`src/rtl/csi2rx_dpcm_decoder_pkg.sv`:
```
// Shared constants, code classes and helpers for the CSI-2 10-8-10 DPCM decoder.
// Holds the prefix constants, reconstruction offsets and the pixel clamp limit.
package csi2rx_dpcm_decoder_pkg;

  localparam logic [1:0]         PFX_DPCM1  = 2'b00;
  localparam logic [2:0]         PFX_DPCM2  = 3'b010;
  localparam logic [2:0]         PFX_DPCM3  = 3'b011;
  localparam logic               PFX_PCM    = 1'b1;
  localparam logic signed [11:0] NOPRED_OFS = 12'sd2;
  localparam logic signed [11:0] PCM_OFS_GT = 12'sd3;
  localparam logic signed [11:0] PCM_OFS_LE = 12'sd4;
  localparam logic signed [11:0] PIX_MAX    = 12'sd1023;
  localparam logic [2:0]         POS_FIRST  = 3'd1;
  localparam logic [2:0]         POS_SAT    = 3'd5;
  localparam int                 SCHEME_P1_BIT = 3;

  typedef enum logic [1:0] {
    CODE_DPCM1 = 2'd0,
    CODE_DPCM2 = 2'd1,
    CODE_DPCM3 = 2'd2,
    CODE_PCM   = 2'd3
  } code_class_e;

  function automatic code_class_e classify(input logic [7:0] code);
    code_class_e c;
    if (code[7] == PFX_PCM) begin
      c = CODE_PCM;
    end else if (code[7:6] == PFX_DPCM1) begin
      c = CODE_DPCM1;
    end else if (code[7:5] == PFX_DPCM2) begin
      c = CODE_DPCM2;
    end else begin
      c = CODE_DPCM3;
    end
    return c;
  endfunction

  function automatic logic [9:0] clamp_pix(input logic signed [11:0] v);
    logic [9:0] r;
    if (v < 12'sd0) begin
      r = 10'd0;
    end else if (v > PIX_MAX) begin
      r = 10'd1023;
    end else begin
      r = v[9:0];
    end
    return r;
  endfunction

  function automatic logic is_monotonic(input logic [9:0] a, input logic [9:0] b,
                                        input logic [9:0] c);
    return ((a <= b) && (b <= c)) || ((a >= b) && (b >= c));
  endfunction

endpackage

```
`src/rtl/csi2rx_predictor.sv`:
```
// Decoded-pixel history (d1 newest .. d4 oldest) and position-based predictor
// selection for both CSI-2 predictors; pred is valid only when no_pred_o is low.
module csi2rx_predictor
  import csi2rx_dpcm_decoder_pkg::*;
(
  input  logic       clk_i,
  input  logic       rst_ni,
  input  logic       clear_i,
  input  logic       shift_i,
  input  logic [9:0] pix_i,
  input  logic [2:0] pos_i,
  input  logic       pred1_i,
  output logic [9:0] pred_o,
  output logic       no_pred_o
);

  logic [9:0]  d1_q, d2_q, d3_q, d4_q;
  logic [9:0]  d1_d, d2_d, d3_d, d4_d;
  logic [10:0] avg_sum;
  logic [9:0]  avg;

  // History next state; a same-cycle clear and shift leaves only the new pixel.
  always_comb begin
    d1_d = d1_q;
    d2_d = d2_q;
    d3_d = d3_q;
    d4_d = d4_q;
    if (clear_i && shift_i) begin
      d1_d = pix_i;
      d2_d = 10'd0;
      d3_d = 10'd0;
      d4_d = 10'd0;
    end else if (clear_i) begin
      d1_d = 10'd0;
      d2_d = 10'd0;
      d3_d = 10'd0;
      d4_d = 10'd0;
    end else if (shift_i) begin
      d1_d = pix_i;
      d2_d = d1_q;
      d3_d = d2_q;
      d4_d = d3_q;
    end else begin
      d1_d = d1_q;
    end
  end

  always_ff @(posedge clk_i or negedge rst_ni) begin
    if (!rst_ni) begin
      d1_q <= 10'd0;
      d2_q <= 10'd0;
      d3_q <= 10'd0;
      d4_q <= 10'd0;
    end else begin
      d1_q <= d1_d;
      d2_q <= d2_d;
      d3_q <= d3_d;
      d4_q <= d4_d;
    end
  end

  // Prediction selection by predictor type and line position.
  always_comb begin
    avg_sum   = {1'b0, d2_q} + {1'b0, d4_q} + 11'd1;
    avg       = 10'(avg_sum >> 1);
    pred_o    = 10'd0;
    no_pred_o = 1'b0;
    if (pred1_i) begin
      if (pos_i <= 3'd2) begin
        no_pred_o = 1'b1;
      end else begin
        pred_o = d2_q;
      end
    end else begin
      case (pos_i)
        3'd1: no_pred_o = 1'b1;
        3'd2: pred_o = d1_q;
        3'd3: pred_o = d2_q;
        3'd4: pred_o = is_monotonic(d1_q, d2_q, d3_q) ? d1_q : d2_q;
        default: begin
          if (is_monotonic(d1_q, d2_q, d3_q)) begin
            pred_o = d1_q;
          end else if (((d1_q <= d3_q) && (d2_q <= d4_q)) ||
                       ((d1_q >= d3_q) && (d2_q >= d4_q))) begin
            pred_o = d2_q;
          end else begin
            pred_o = avg;
          end
        end
      endcase
    end
  end

endmodule

```
`src/rtl/csi2rx_dpcm_decoder.sv`:
```
// CSI-2 receive-side 10-8-10 DPCM decompressor: one 8-bit code in, one 10-bit
// pixel out per cycle, registered one cycle after the accepting code.
module csi2rx_dpcm_decoder
  import csi2rx_dpcm_decoder_pkg::*;
(
  input  logic       sensor_clk,
  input  logic       sys_rst_n,
  input  logic [4:0] comp_scheme,
  input  logic       line_start,
  input  logic       code_valid,
  input  logic [7:0] code_data,
  output logic       pix_valid,
  output logic [9:0] pix_data
);

  logic [4:0]         scheme_q, scheme_d, scheme_eff;
  logic [2:0]         pos_q, pos_d, pos_eff;
  logic               pix_valid_q, pix_valid_d;
  logic [9:0]         pix_data_q, pix_data_d;
  logic               bypass, accept_cmp;
  logic [9:0]         pred;
  logic               no_pred;
  logic signed [11:0] pred_s, pcm_t, raw;
  logic [11:0]        delta;
  logic               neg;
  logic [9:0]         dec_pix;
  code_class_e        cls;

  // A line_start takes effect for a code accepted in the same cycle.
  always_comb begin
    if (line_start) begin
      scheme_eff = comp_scheme;
      pos_eff    = POS_FIRST;
    end else begin
      scheme_eff = scheme_q;
      pos_eff    = pos_q;
    end
    bypass     = (scheme_eff == 5'd0);
    accept_cmp = code_valid && !bypass;
  end

  csi2rx_predictor u_predictor (
    .clk_i     (sensor_clk),
    .rst_ni    (sys_rst_n),
    .clear_i   (line_start),
    .shift_i   (accept_cmp),
    .pix_i     (dec_pix),
    .pos_i     (pos_eff),
    .pred1_i   (scheme_eff[SCHEME_P1_BIT]),
    .pred_o    (pred),
    .no_pred_o (no_pred)
  );

  // Code decode and reconstruction against the prediction.
  always_comb begin
    cls    = classify(code_data);
    pred_s = signed'({2'b00, pred});
    pcm_t  = signed'({2'b00, code_data[6:0], 3'b000});
    neg    = (cls == CODE_DPCM1) ? code_data[5] : code_data[4];
    case (cls)
      CODE_DPCM1: delta = {7'd0, code_data[4:0]};
      CODE_DPCM2: delta = {7'd0, code_data[3:0], 1'b0} + 12'd32;
      CODE_DPCM3: delta = {6'd0, code_data[3:0], 2'b00} + 12'd65;
      default:    delta = 12'd0;
    endcase
    if (no_pred) begin
      raw = signed'({2'b00, code_data, 2'b00}) + NOPRED_OFS;
    end else if (cls == CODE_PCM) begin
      raw = pcm_t + ((pcm_t > pred_s) ? PCM_OFS_GT : PCM_OFS_LE);
    end else if (neg) begin
      raw = pred_s - signed'(delta);
    end else begin
      raw = pred_s + signed'(delta);
    end
    dec_pix = clamp_pix(raw);
  end

  // Next state for scheme, position and output registers.
  always_comb begin
    scheme_d    = scheme_q;
    pos_d       = pos_q;
    pix_valid_d = code_valid;
    pix_data_d  = pix_data_q;
    if (line_start) begin
      scheme_d = comp_scheme;
    end else begin
      scheme_d = scheme_q;
    end
    if (accept_cmp) begin
      pos_d = (pos_eff >= POS_SAT) ? POS_SAT : pos_eff + 3'd1;
    end else if (line_start) begin
      pos_d = POS_FIRST;
    end else begin
      pos_d = pos_q;
    end
    if (code_valid) begin
      pix_data_d = bypass ? {code_data, 2'b00} : dec_pix;
    end else begin
      pix_data_d = pix_data_q;
    end
  end

  always_ff @(posedge sensor_clk or negedge sys_rst_n) begin
    if (!sys_rst_n) begin
      scheme_q    <= 5'd0;
      pos_q       <= POS_FIRST;
      pix_valid_q <= 1'b0;
      pix_data_q  <= 10'd0;
    end else begin
      scheme_q    <= scheme_d;
      pos_q       <= pos_d;
      pix_valid_q <= pix_valid_d;
      pix_data_q  <= pix_data_d;
    end
  end

  assign pix_valid = pix_valid_q;
  assign pix_data  = pix_data_q;

endmodule

```
`config.mk`:
```
export PLATFORM = sky130hd
export DESIGN_NAME = csi2rx_dpcm_decoder
export DESIGN_NICKNAME = d
export VERILOG_FILES = /design/src/rtl/csi2rx_dpcm_decoder_pkg.sv /design/src/rtl/csi2rx_predictor.sv /design/src/rtl/csi2rx_dpcm_decoder.sv
export SDC_FILE = /design/constraint.sdc
export NUM_CORES = 1
export LEC_CHECK = 0
export BUFFER_PORTS_ARGS = -buffer_cell sky130_fd_sc_hd__buf_2
export CAP_MARGIN = 40
export CORE_MARGIN = 4
export CORE_UTILIZATION = 64
export CTS_CLUSTER_DIAMETER = 200
export DETAILED_ROUTE_END_ITERATION = 8
export PLACE_DENSITY_LB_ADDON = 0.08
export SETUP_SLACK_MARGIN = 0.15
export SLEW_MARGIN = 10
export SYNTH_ARGS = -nofsm -noshare
export SYNTH_HDL_FRONTEND = slang
export SYNTH_SLANG_ARGS = --single-unit
```
`constraint.sdc`:
```
create_clock -name sensor_clk -period 6.93 [get_ports sensor_clk]
set_input_delay 0.693 -clock sensor_clk [delete_from_list [all_inputs] [get_ports sensor_clk]]
set_output_delay 0.693 -clock sensor_clk [all_outputs]
set_load 0.01 [all_outputs]
```
# ---- Word-level counts from Yosys, hierarchy flattened
# Cells that the tools add are included.
dict set report word_totals {
  ff_bits 59
  inputBits 17
  word_cells 88
}
dict set report classes {
  add_sub_neg 9
  magnitude_cmp 13
  eq_ne 8
  n_mux 37
  reduce_logical 13
}
# cell count
set ops {}
lappend ops {{$mux W10} 20}
lappend ops {{$ge A10 B10 Y1} 4}
lappend ops {{$le A10 B10 Y1} 4}
lappend ops {{$pmux W10 S4} 1}
lappend ops {{$mux W12} 3}
lappend ops {{$pmux W8 S3} 1}
lappend ops {{$add A11 B12 Y12} 1}
lappend ops {{$gt A12 B11 Y1 const B} 1}
lappend ops {{$lt A12 B1 Y1 const B} 1}
lappend ops {{$mux W3} 4}
lappend ops {{$sub A11 B12 Y12} 1}
lappend ops {{$add A10 B10 Y11} 1}
lappend ops {{$add A10 B2 Y11 const B} 1}
lappend ops {{$add A10 B3 Y11} 1}
lappend ops {{$add A11 B1 Y11 const B} 1}
lappend ops {{$gt A10 B10 Y1} 1}
lappend ops {{$eq A3 B2 Y1 const B} 3}
lappend ops {{$add A6 B7 Y8 const B} 1}
lappend ops {{$add A5 B6 Y7 const B} 1}
lappend ops {{$logic_and A1 B1 Y1} 6}
lappend ops {{$mux W2} 3}
lappend ops {{$logic_not A5 Y1} 1}
lappend ops {{$mux W5} 1}
lappend ops {{$eq A2 B2 Y1 const B} 2}
lappend ops {{11 further kinds} 16}

# ---- Longest topological paths before layout
# Gate-level depths: netlist (run 1).
dict set report depth {
  depth_word 18
  mapped_depth 24
  ltp_nobuf 24
}

# ---- By module
# A second synthesis (run 1) with hierarchy kept.
dict set report hier_totals {
  hier_cells 728
  hier_area_um2 5955.7
}
# mod n_inst cells_per_inst area_per_inst_um2 seq_area_each_um2
set by_module_without_submodules {}
lappend by_module_without_submodules {csi2rx_predictor 1 412 3607.2 1001.0}
lappend by_module_without_submodules {csi2rx_dpcm_decoder 1 316 2348.5 476.7}

# ---- Least setup slack after synthesis (run 1)
# No wires, ideal clock.
dict set report synth_path {
  path_kind {input -> register}
  from {in line_start}
  to {reg pix_data_q[8], in the netlist pix_data[8]}
  setup_time_ns 0.130
  t_arrival_ns 5.196
  required_ns 6.800
  setup_slack_ns 1.603
  cell_stages 22
  path_cell_list {clkbuf_1 nor2_1 inv_1 ha_1 ha_1 or2_1 clkbuf_1 a21oi_1 a21oi_1 a221oi_1 ha_1 inv_1 o21bai_1 a21o_1 a31o_2 a211oi_1 nor2_1 or4_1 o31ai_4 nor2_1 mux2i_1 nand3_1}
}
dict set report synth_between {
  elab_chain_len 13
}
# item line
set synth_lines {}
lappend synth_lines {{start: declaration} csi2rx_dpcm_decoder.sv:9} ;# input logic line_start,
lappend synth_lines {{$mux W3} -}
lappend synth_lines {{$le A3 B2 Y1 (tied with other cells)} csi2rx_predictor.sv:69} ;# if (pos_i <= 3'd2) begin
lappend synth_lines {{$mux W10 / $pmux W10 S4 (equally long branches)} {csi2rx_predictor.sv:69, csi2rx_predictor.sv:75}}
lappend synth_lines {{$mux W10} csi2rx_predictor.sv:68} ;# if (pred1_i) begin
lappend synth_lines {{$gt A10 B10 Y1} csi2rx_dpcm_decoder.sv:69} ;# raw = pcm_t + ((pcm_t > pred_s) ? PCM_OFS_GT : PCM_OFS_LE);
lappend synth_lines {{$mux W3} csi2rx_dpcm_decoder.sv:69}
lappend synth_lines {{$add A10 B3 Y11} csi2rx_dpcm_decoder.sv:69}
lappend synth_lines {{$mux W12} csi2rx_dpcm_decoder.sv:68} ;# end else if (cls == CODE_PCM) begin
lappend synth_lines {{$mux W12} csi2rx_dpcm_decoder.sv:66} ;# if (no_pred) begin
lappend synth_lines {{$gt A12 B11 Y1} csi2rx_dpcm_decoder_pkg.sv:42} ;# end else if (v > PIX_MAX) begin
lappend synth_lines {{$mux W10} csi2rx_dpcm_decoder_pkg.sv:42}
lappend synth_lines {{$mux W10} csi2rx_dpcm_decoder_pkg.sv:40} ;# if (v < 12'sd0) begin
lappend synth_lines {{$mux W10 *} csi2rx_dpcm_decoder.sv:97} ;# pix_data_d = bypass ? {code_data, 2'b00} : dec_pix;
lappend synth_lines {{end signal: assignment} csi2rx_dpcm_decoder.sv:113} ;# pix_data_q <= pix_data_d;
lappend synth_lines {{end: declaration} csi2rx_dpcm_decoder.sv:19} ;# logic [9:0] pix_data_q, pix_data_d;
# Mark *: on every way between the ends. The rest lies on a longest branch, timed or not.
# A chain may end at the register's enable or synchronous reset.

# ---- Final worst setup path (run 1)
dict set report layout_path {
  from {reg u_predictor.d2_q[3]}
  to {reg pix_data_q[8], in the netlist pix_data[8]}
}
dict set report layout_between {
  elab_chain_len 16
}
# item line
set layout_lines {}
lappend layout_lines {{start: declaration} csi2rx_predictor.sv:17} ;# logic [9:0] d1_q, d2_q, d3_q, d4_q;
lappend layout_lines {{start signal: assignment} csi2rx_predictor.sv:51} ;# d2_q <= 10'd0;
lappend layout_lines {{start signal: assignment} csi2rx_predictor.sv:56} ;# d2_q <= d2_d;
lappend layout_lines {{parallel branches: the longest is 6 deep, another holds $add A10 B10 Y11} -}
lappend layout_lines {{$mux W10 *} csi2rx_predictor.sv:68}
lappend layout_lines {{$gt A10 B10 Y1} csi2rx_dpcm_decoder.sv:69}
lappend layout_lines {{$mux W3} csi2rx_dpcm_decoder.sv:69}
lappend layout_lines {{$add A10 B3 Y11} csi2rx_dpcm_decoder.sv:69}
lappend layout_lines {{$mux W12 *} csi2rx_dpcm_decoder.sv:68}
lappend layout_lines {{$mux W12 *} csi2rx_dpcm_decoder.sv:66}
lappend layout_lines {{$gt A12 B11 Y1} csi2rx_dpcm_decoder_pkg.sv:42}
lappend layout_lines {{$mux W10} csi2rx_dpcm_decoder_pkg.sv:42}
lappend layout_lines {{$mux W10 *} csi2rx_dpcm_decoder_pkg.sv:40}
lappend layout_lines {{$mux W10 *} csi2rx_dpcm_decoder.sv:97}
# Mark *: on every way between the ends.

==> metrics.txt, run 1 <==
# TYPE chip_impl_metric gauge
chip_impl_metric{name="antenna_found_initial",unit=""} 0
chip_impl_info{name="cts_root_buf",value="clkbuf_8"} 1
chip_impl_metric{name="io_buffer_count",unit=""} 27
chip_impl_metric{name="worst-endpoint-arrival",unit="ns"} 6.03
chip_impl_metric{name="r2r_cell_count",unit=""} 22
chip_impl_info{name="class_of_the_worst_hold_path",value="in2async"} 1
chip_impl_info{name="synth_flop_cell",value="dfrtp_1"} 1
chip_impl_metric{name="timing_worst_slew_pin_value",unit="ns"} 0.910
chip_impl_metric{name="first_pass_iters",unit=""} 7
chip_impl_metric{name="areal_power_density_over_the_cells",unit="nW/um2"} 301
chip_impl_metric{name="fin_area",unit="um2"} 6560
chip_impl_metric{name="track_usage",unit="%"} 32.3
chip_impl_info{name="outcome",value="complete, no violations"} 1
chip_impl_metric{name="required",unit="ns"} 7.15
chip_impl_metric{name="die_w",unit="um"} 106
chip_impl_metric{name="placeableCoreArea",unit="um2"} 9240
chip_impl_metric{name="cts_hold_repair.buffers",unit=""} 0
chip_impl_metric{name="synth_adder_area_share",unit="%"} 16.4
chip_impl_metric{name="synth_edf_count",unit=""} 0
chip_impl_metric{name="drcViolationCount",unit=""} 0
chip_impl_metric{name="dr_wl_met3",unit="um"} 1760
chip_impl_info{name="clock_tree_from_tritoncts",value="built"} 1
chip_impl_metric{name="maxClockFrequency",unit="GHz"} 0.172
chip_impl_metric{name="largest_net_degree_at_the_start_of_global_routing",unit=""} 60
chip_impl_metric{name="route.met2.wl",unit="um"} 7700
chip_impl_metric{name="ant_nets",unit=""} 0
chip_impl_metric{name="yosysWarnings",unit=""} 0
chip_impl_metric{name="clock_insertion_delay_worst_skew",unit="ns"} 0.34
chip_impl_metric{name="timing.slew.headroom",unit="%"} 39.0
chip_impl_metric{name="placedCellCount",unit=""} 911
chip_impl_metric{name="muxShareOfSynthArea",unit="%"} 3.44
chip_impl_metric{name="critPathMaxFanout",unit=""} 10
chip_impl_metric{name="fin_nets",unit=""} 888
chip_impl_metric{name="max-cap-violations",unit=""} 0
chip_impl_info{name="critical_path_capture_point",value="pix_data[8]"} 1
chip_impl_metric{name="power.static_leakage",unit="nW"} 2.96
chip_impl_metric{name="asyncSetResetFlopFracSynth",unit="%"} 100
chip_impl_info{name="synth_top_cell_by_area",value="dfrtp_1"} 1
chip_impl_metric{name="syn_area_per_cell",unit="um2"} 7.90
chip_impl_info{name="synthTopCellsByArea",value="dfrtp_1 24%, ha_1 15%, nand2_1 8.1%"} 1
chip_impl_info{name="worstSetupPathType",value="reg2reg"} 1
chip_impl_metric{name="postSynthCellCount",unit=""} 773
chip_impl_info{name="synthTopCellsByCount",value="132 x nand2_1, 76 x a21oi_1, 75 x ha_1, 72 x inv_1, 58 x dfrtp_1"} 1
chip_impl_metric{name="sequential_cell_area",unit="um2"} 1480
chip_impl_metric{name="via_per_inst",unit=""} 6.33
chip_impl_metric{name="mappedNetlistArea",unit="um2"} 6100
chip_impl_info{name="dr.max_layer_used",value="met4"} 1
chip_impl_info{name="startpoint",value="u_predictor.d2_q[3]"} 1
chip_impl_metric{name="global_route_wire_length_before_repair",unit="um"} 28800
chip_impl_metric{name="post-dp-hpwl",unit="um"} 13500
chip_impl_info{name="worstReg2RegEnd",value="pix_data[8]"} 1
chip_impl_metric{name="final_min_period_over_clock_period",unit="%"} 83.9
chip_impl_metric{name="yosysUniqueCellTypes",unit=""} 80
chip_impl_metric{name="gpl.final_weighted_congestion",unit=""} 0.971
chip_impl_metric{name="ratio_of_cells_with_drive_above_1_in_the_final_layout",unit="%"} 11.7
chip_impl_metric{name="fin_cells",unit=""} 927
chip_impl_metric{name="die-height",unit="um"} 106
chip_impl_metric{name="floorplan.rows",unit=""} 35
chip_impl_metric{name="avgRoutedWirePerCell",unit="um"} 19.2
chip_impl_metric{name="irDropWorstVdd",unit="uV"} 239
chip_impl_metric{name="synth-seq-cells",unit=""} 59
chip_impl_info{name="synth.most_common_cell",value="nand2_1"} 1
chip_impl_metric{name="finalHoldViolCount",unit=""} 0
chip_impl_metric{name="placed_cell_area",unit="um2"} 6370
chip_impl_metric{name="simple_gate_share_of_the_synthesized_area",unit="%"} 21.1
chip_impl_metric{name="synth_compound_gate_area_share",unit="%"} 26.4
chip_impl_metric{name="ios",unit=""} 28
chip_impl_metric{name="yosys.area_share.xor_xnor",unit="%"} 2.26
chip_impl_metric{name="clk_transition_reported_paths",unit="ns"} 0.07
chip_impl_metric{name="final.min_clock_period",unit="ns"} 5.81
chip_impl_metric{name="cts-resized-gates",unit=""} 0
chip_impl_info{name="grt_setup_unrepaired",value="false"} 1
chip_impl_metric{name="initial_utilization",unit="%"} 66.1
chip_impl_metric{name="ctsHtreeMaxLevel",unit=""} 3
chip_impl_metric{name="maxSlewViolCount",unit=""} 0
chip_impl_metric{name="cts_inserted_buffers",unit=""} 9
chip_impl_metric{name="die_area",unit="um2"} 11200
chip_impl_metric{name="synth_top_cell_area_share",unit="%"} 23.8
chip_impl_metric{name="mappedNetlistNets",unit=""} 868
chip_impl_metric{name="reg2reg_slack",unit="ns"} 1.12
chip_impl_metric{name="syn2layout_area_growth",unit="%"} 7.54
chip_impl_metric{name="post-route-util",unit="%"} 71.0
chip_impl_metric{name="num_vias",unit=""} 5870
chip_impl_metric{name="postCtsSetupRepairBufs",unit=""} 0
chip_impl_info{name="worst_r2r_startpoint",value="u_predictor.d2_q[3]"} 1
chip_impl_metric{name="grt_pass1_vias",unit=""} 5547
chip_impl_metric{name="clkSinkCount",unit=""} 59
chip_impl_info{name="worstSetupEndpointType",value="flop"} 1
chip_impl_metric{name="sequential_share_of_the_synthesized_area",unit="%"} 24.2
chip_impl_metric{name="finClkSkew",unit="ns"} 0.00932
chip_impl_metric{name="setup-tns-final",unit="ns"} 0
chip_impl_info{name="synth_top_family_by_area",value="compound AO/OA/AOI/OAI gates"} 1
chip_impl_metric{name="finalWirelength",unit="um"} 17800
chip_impl_metric{name="first_iter_violations",unit=""} 646
chip_impl_metric{name="area_occupied_by_multi_input_gates",unit="um2"} 4250
chip_impl_metric{name="antenna-diode-count",unit=""} 0
chip_impl_metric{name="clk_path_buf_depth",unit=""} 2
chip_impl_metric{name="routedLengthMet1",unit="um"} 7850
chip_impl_metric{name="final.fill_count",unit=""} 759
chip_impl_metric{name="grt.overflow.total",unit=""} 0
chip_impl_info{name="critPathLaunchType",value="flop"} 1
chip_impl_metric{name="timing.final.setup_violations",unit=""} 0
## how the worst min path moves through the flow
stage | start | end | slack [ns] | cells after the start
6_report | sys_rst_n | u_predictor.d3_q[5] | 0.49 | 2
5_1_grt | scheme_q[2] | scheme_q[2] | 0.52 | 1
4_1_cts | scheme_q[2] | scheme_q[2] | 0.50 | 1
3_5_place_dp | scheme_q[2] | scheme_q[2] | 0.49 | 1
3_3_place_gp | scheme_q[4] | scheme_q[4] | 0.48 | 1
2_1_floorplan | sys_rst_n | pix_data[0] | 0.40 | 0
## layer usage
layer  up-vias  GRT usage [%]
met3        53           5.08
met1      2734           47.4
li1       2784              -
met5         -              0
met2       299           48.5
met4         0           10.5
## state kept, by name (all words and copies together), names as in the netlist
signal            count
u_predictor.d2_q     10
u_predictor.d1_q     10
pix_data             10
u_predictor.d3_q     10
u_predictor.d4_q     10
scheme_q              5
pos_q                 3
pix_valid             1
## report_power, final
part           total [W]  internal (W)  switching, W  leakage (nW)
combinational    0.00119      0.000439      0.000749          2.10
clock           0.000305      0.000164      0.000140        0.0950
sequential      0.000485      0.000394     0.0000911         0.766
## through the flow
step	power, W	setup slack (ns)	hold WS, ns
after floorplan	0.00134	1.60	0.397
final	0.00198	1.12	0.494
after CTS	0.00195	1.25	0.503
after detailed placement	0.00164	0.930	0.489
after global routing	0.00211	0.717	0.515
after global placement	0.00161	1.03	0.479
## layout make-up
type                    instances  area share [%]
repair buffers                 36            3.09
clock buffers                   9            1.89
well taps                     129            2.46
inverters                      74            4.23
flip-flops and latches         59            22.5
clock inverters                 7            1.05
multi-input cells             613            64.8
## cell families after synthesis
group                      count (synthesis)
xor gates and xnor gates                  14
AOI/OAI and AO/OA                        224
DFF                                       59
muxes                                     20
and+or+nand+nor                          277
adders and majority gates                 78
buffers and inverters                    101
## critical path, cell delays in order (launching register included)
cell       delay, ns
dfrtp_1         0.64
inv_1           0.14
ha_1            0.35
a21oi_1         0.15
o21ai_1         0.13
a2111oi_4       0.46
xnor2_1         0.23
nor2_4          0.27
o221ai_1        0.14
a221oi_1        0.36
buf_4           0.21
ha_1            0.23
inv_1           0.07
o21bai_1        0.07
a21o_1          0.24
a31o_2          0.26
a211oi_1        0.24
nor2_1          0.14
or4_1           0.55
o31ai_4         0.41
nor2_1          0.08
mux2i_1         0.21
nand3_1         0.11
## layout by cell type, fill, tap and decap left out, types with 3 or more instances in the layout
cell type  instances
a221o_1            4
fa_1               3
nor2b_1            7
o211ai_1           6
o31ai_1            9
buf_4              9
a2111oi_4          6
clkinv_2           3
or3_1              4
mux2_2             8
nand2b_1          12
a31o_2             3
nor3_1            19
a221oi_1           3
a21oi_1           76
o21ai_0           31
a211oi_1          12
ha_1              75
mux2i_1           12
o21ai_1           16
buf_2             27
a21o_1             8
nand3_1           14
nor4_1             3
inv_1             72
xnor2_1           12
dfrtp_1           58
a31oi_1            8
nor2_1            53
nand2_1          132
o21bai_1           9
clkbuf_8           9
nand4_1           13
(Power assumes the default switching activity.)
==> run 2, diff against run 1 <==
- CORE_UTILIZATION: 64 -> 57
- clock period: 6.93 -> 5.1 ns (I/O delays scaled with it)
==> run 2 against run 1 <==
  * Worst hold slack got worse by 0.18 ns
  * Flip-flop and latch count did not move
  * Worst setup slack got worse by 1.0 ns
  * Count of clock-buffer cells in the layout rose by 2
  * Die area rose by 11%
==> metrics.txt, run 2 (synthesized netlist as in run 1, its figures left out) <==
# TYPE chip_impl_metric gauge
chip_impl_info{name="outcome",value="complete, no violations"} 1
chip_impl_metric{name="die_w",unit="um"} 111
chip_impl_metric{name="cts_inserted_buffers",unit=""} 9
chip_impl_metric{name="ant_nets",unit=""} 0
chip_impl_metric{name="irDropWorstVdd",unit="uV"} 421
chip_impl_metric{name="power.static_leakage",unit="nW"} 3.73
chip_impl_metric{name="num_vias",unit=""} 6782
chip_impl_metric{name="track_usage",unit="%"} 32.3
chip_impl_metric{name="first_pass_iters",unit=""} 5
chip_impl_metric{name="share_clk_of_total_power",unit="%"} 13.7
chip_impl_metric{name="fin_nets",unit=""} 1018
chip_impl_metric{name="power_switching",unit="W"} 0.00173
chip_impl_metric{name="antenna_found_initial",unit=""} 0
chip_impl_metric{name="finClkSkew",unit="ns"} 0.00612
chip_impl_metric{name="maxClockFrequency",unit="GHz"} 0.199
chip_impl_info{name="startpoint",value="u_predictor.d2_q[3]"} 1
chip_impl_metric{name="avgRoutedWirePerCell",unit="um"} 20.8
chip_impl_metric{name="power.switching_fraction",unit="%"} 44.7
chip_impl_info{name="clock_tree_from_tritoncts",value="built"} 1
chip_impl_metric{name="global_route_wire_length_before_repair",unit="um"} 32300
chip_impl_metric{name="combPwrFrac",unit="%"} 70.2
chip_impl_metric{name="floorplan.rows",unit=""} 37
chip_impl_metric{name="cts_hold_repair.buffers",unit=""} 0
chip_impl_metric{name="clk_transition_reported_paths",unit="ns"} 0.07
chip_impl_metric{name="clk_path_buf_depth",unit=""} 2
chip_impl_metric{name="timing.final.setup_violations",unit=""} 0
chip_impl_info{name="layout_commonest_cell",value="nand2_1"} 1
chip_impl_metric{name="max-cap-violations",unit=""} 0
chip_impl_metric{name="post-dp-hpwl",unit="um"} 15400
chip_impl_info{name="most_frequent_cells_in_the_layout",value="129 x nand2_1, 125 x buf_4, 64 x a21oi_1"} 1
chip_impl_metric{name="clock_insertion_delay_worst_skew",unit="ns"} 0.34
chip_impl_info{name="class_of_the_worst_hold_path",value="in2async"} 1
chip_impl_info{name="critPathLaunchType",value="flop"} 1
chip_impl_metric{name="first_iter_violations",unit=""} 862
chip_impl_metric{name="critPathMaxFanout",unit=""} 5
chip_impl_metric{name="grt.overflow.total",unit=""} 0
chip_impl_metric{name="timing_worst_slew_pin_value",unit="ns"} 0.768
chip_impl_metric{name="timing.slew.headroom",unit="%"} 48.8
chip_impl_metric{name="required",unit="ns"} 5.31
chip_impl_metric{name="clkSinkCount",unit=""} 59
chip_impl_metric{name="die_area",unit="um2"} 12400
chip_impl_metric{name="via_per_inst",unit=""} 6.37
chip_impl_metric{name="placeableCoreArea",unit="um2"} 10400
chip_impl_info{name="cts_root_buf",value="clkbuf_8"} 1
chip_impl_info{name="critical_path.cell_chain",value="buf_4, ha_1, a21oi_1, o21ai_1, a2111oi_4, buf_6, xor2_4, a31oi_4, a221oi_4, o21ai_2, ha_1, buf_4, a21o_1, a31o_2, a211oi_2, nor2_2, or4_4, o31ai_4, nor2_1, mux2i_1, nand3_1"} 1
chip_impl_metric{name="die-height",unit="um"} 111
chip_impl_metric{name="ratio_of_cells_with_drive_above_1_in_the_final_layout",unit="%"} 35.6
chip_impl_info{name="worstSetupEndpointType",value="flop"} 1
chip_impl_metric{name="final.min_clock_period",unit="ns"} 5.01
chip_impl_metric{name="areal_power_density_over_the_cells",unit="nW/um2"} 463
chip_impl_info{name="path_delay_family",value="compound AO/OA/AOI/OAI gates"} 1
chip_impl_metric{name="finalHoldViolCount",unit=""} 0
chip_impl_metric{name="gpl.final_weighted_congestion",unit=""} 1.09
chip_impl_metric{name="largest_net_degree_at_the_start_of_global_routing",unit=""} 60
chip_impl_metric{name="timing.critical_path.slowest_cell_delay",unit="ns"} 0.51
chip_impl_info{name="grt_setup_unrepaired",value="true"} 1
chip_impl_metric{name="placed_cell_area",unit="um2"} 7020
chip_impl_metric{name="finalWirelength",unit="um"} 22100
chip_impl_metric{name="maxSlewViolCount",unit=""} 0
chip_impl_metric{name="reg2reg_slack",unit="ns"} 0.09
chip_impl_metric{name="post-route-util",unit="%"} 80.5
chip_impl_metric{name="grt_pass1_vias",unit=""} 6206
chip_impl_metric{name="syn2layout_area_growth",unit="%"} 36.8
chip_impl_metric{name="sequential_fraction_of_design_power",unit="%"} 16.1
chip_impl_info{name="worstSetupPathType",value="reg2reg"} 1
chip_impl_metric{name="fin_area",unit="um2"} 8350
chip_impl_metric{name="final_min_period_over_clock_period",unit="%"} 98.3
chip_impl_metric{name="antenna-diode-count",unit=""} 0
chip_impl_info{name="crit_slowest_cell",value="or4_4"} 1
chip_impl_metric{name="critical_path_buf_inv_count",unit=""} 3
chip_impl_metric{name="ios",unit=""} 28
chip_impl_metric{name="worst-endpoint-arrival",unit="ns"} 5.23
chip_impl_metric{name="drcViolationCount",unit=""} 0
chip_impl_metric{name="io_buffer_count",unit=""} 27
chip_impl_info{name="worst_r2r_startpoint",value="u_predictor.d2_q[3]"} 1
chip_impl_metric{name="intPower",unit="W"} 0.00214
chip_impl_metric{name="initial_utilization",unit="%"} 58.9
chip_impl_metric{name="ctsHtreeMaxLevel",unit=""} 3
==> run 2: power by group through the flow <==
stage | Clock (W) | Sequential, W | Combinational [W]
floorplan | 0 | 0.000613 | 0.00123
global placement | 0 | 0.000620 | 0.00196
detailed placement | 0 | 0.000624 | 0.00200
CTS | 0.000528 | 0.000615 | 0.00213
global route | 0.000551 | 0.000628 | 0.00290
finish | 0.000529 | 0.000624 | 0.00272
==> run 2: timing repair <==
item,CTS,global route
pin swaps,14,73
gates resized for setup,28,119
endpoints found under the setup margin,20,20
buffers inserted,11,38
gates cloned,0,0
==> run 2: path summary, 6_finish.rpt <==
path,endpoint,depth (start not counted)
max reg2reg,u_predictor.d1_q[8],21
min in group sensor_clk,scheme_q[0],2
max,u_predictor.d1_q[8],21
min,u_predictor.d3_q[4],2
min reg2reg,scheme_q[4],1
max in group asynchronous,u_predictor.d1_q[1],2
==> run 2: metal layers <==
| layer | up-vias | wire [um] | part of all wire, % | GRT usage (%) |
|---|---|---|---|---|
| met5 | - | 0 | 0 | 0 |
| met4 | 0 | 711 | 3.2 | 11.9 |
| met3 | 63 | 2030 | 9.2 | 7.45 |
| met2 | 379 | 10000 | 45 | 47.6 |
| met1 | 3288 | 9360 | 42 | 46.3 |
| li1 | 3052 | - | - | - |
==> run 2: cell type report <==
type                    count  area [um2]
multi-input cells         613        4910
fillers                   702        2020
flip-flops and latches     59        1490
repair buffers            166        1260
inverters                  74         280
well taps                 136         170
clock buffers              11         141
clock inverters             5         100
==> run 2: through the flow <==
stage / setup TNS [ns] / power, W / cells / worst slack [ns] / hold slack (ns)
6_report: 0 / 0.00387 / 1064 / 0.0850 / 0.318
5_1_grt: -1.19 / 0.00408 / 1064 / -0.160 / 0.380
4_1_cts: 0 / 0.00328 / 1026 / 0.147 / 0.334
3_5_place_dp: -0.753 / 0.00262 / 999 / -0.138 / 0.487
3_3_place_gp: -0.736 / 0.00258 / 997 / -0.106 / 0.478
2_1_floorplan: 0 / 0.00185 / 773 / 0.190 / 0.214
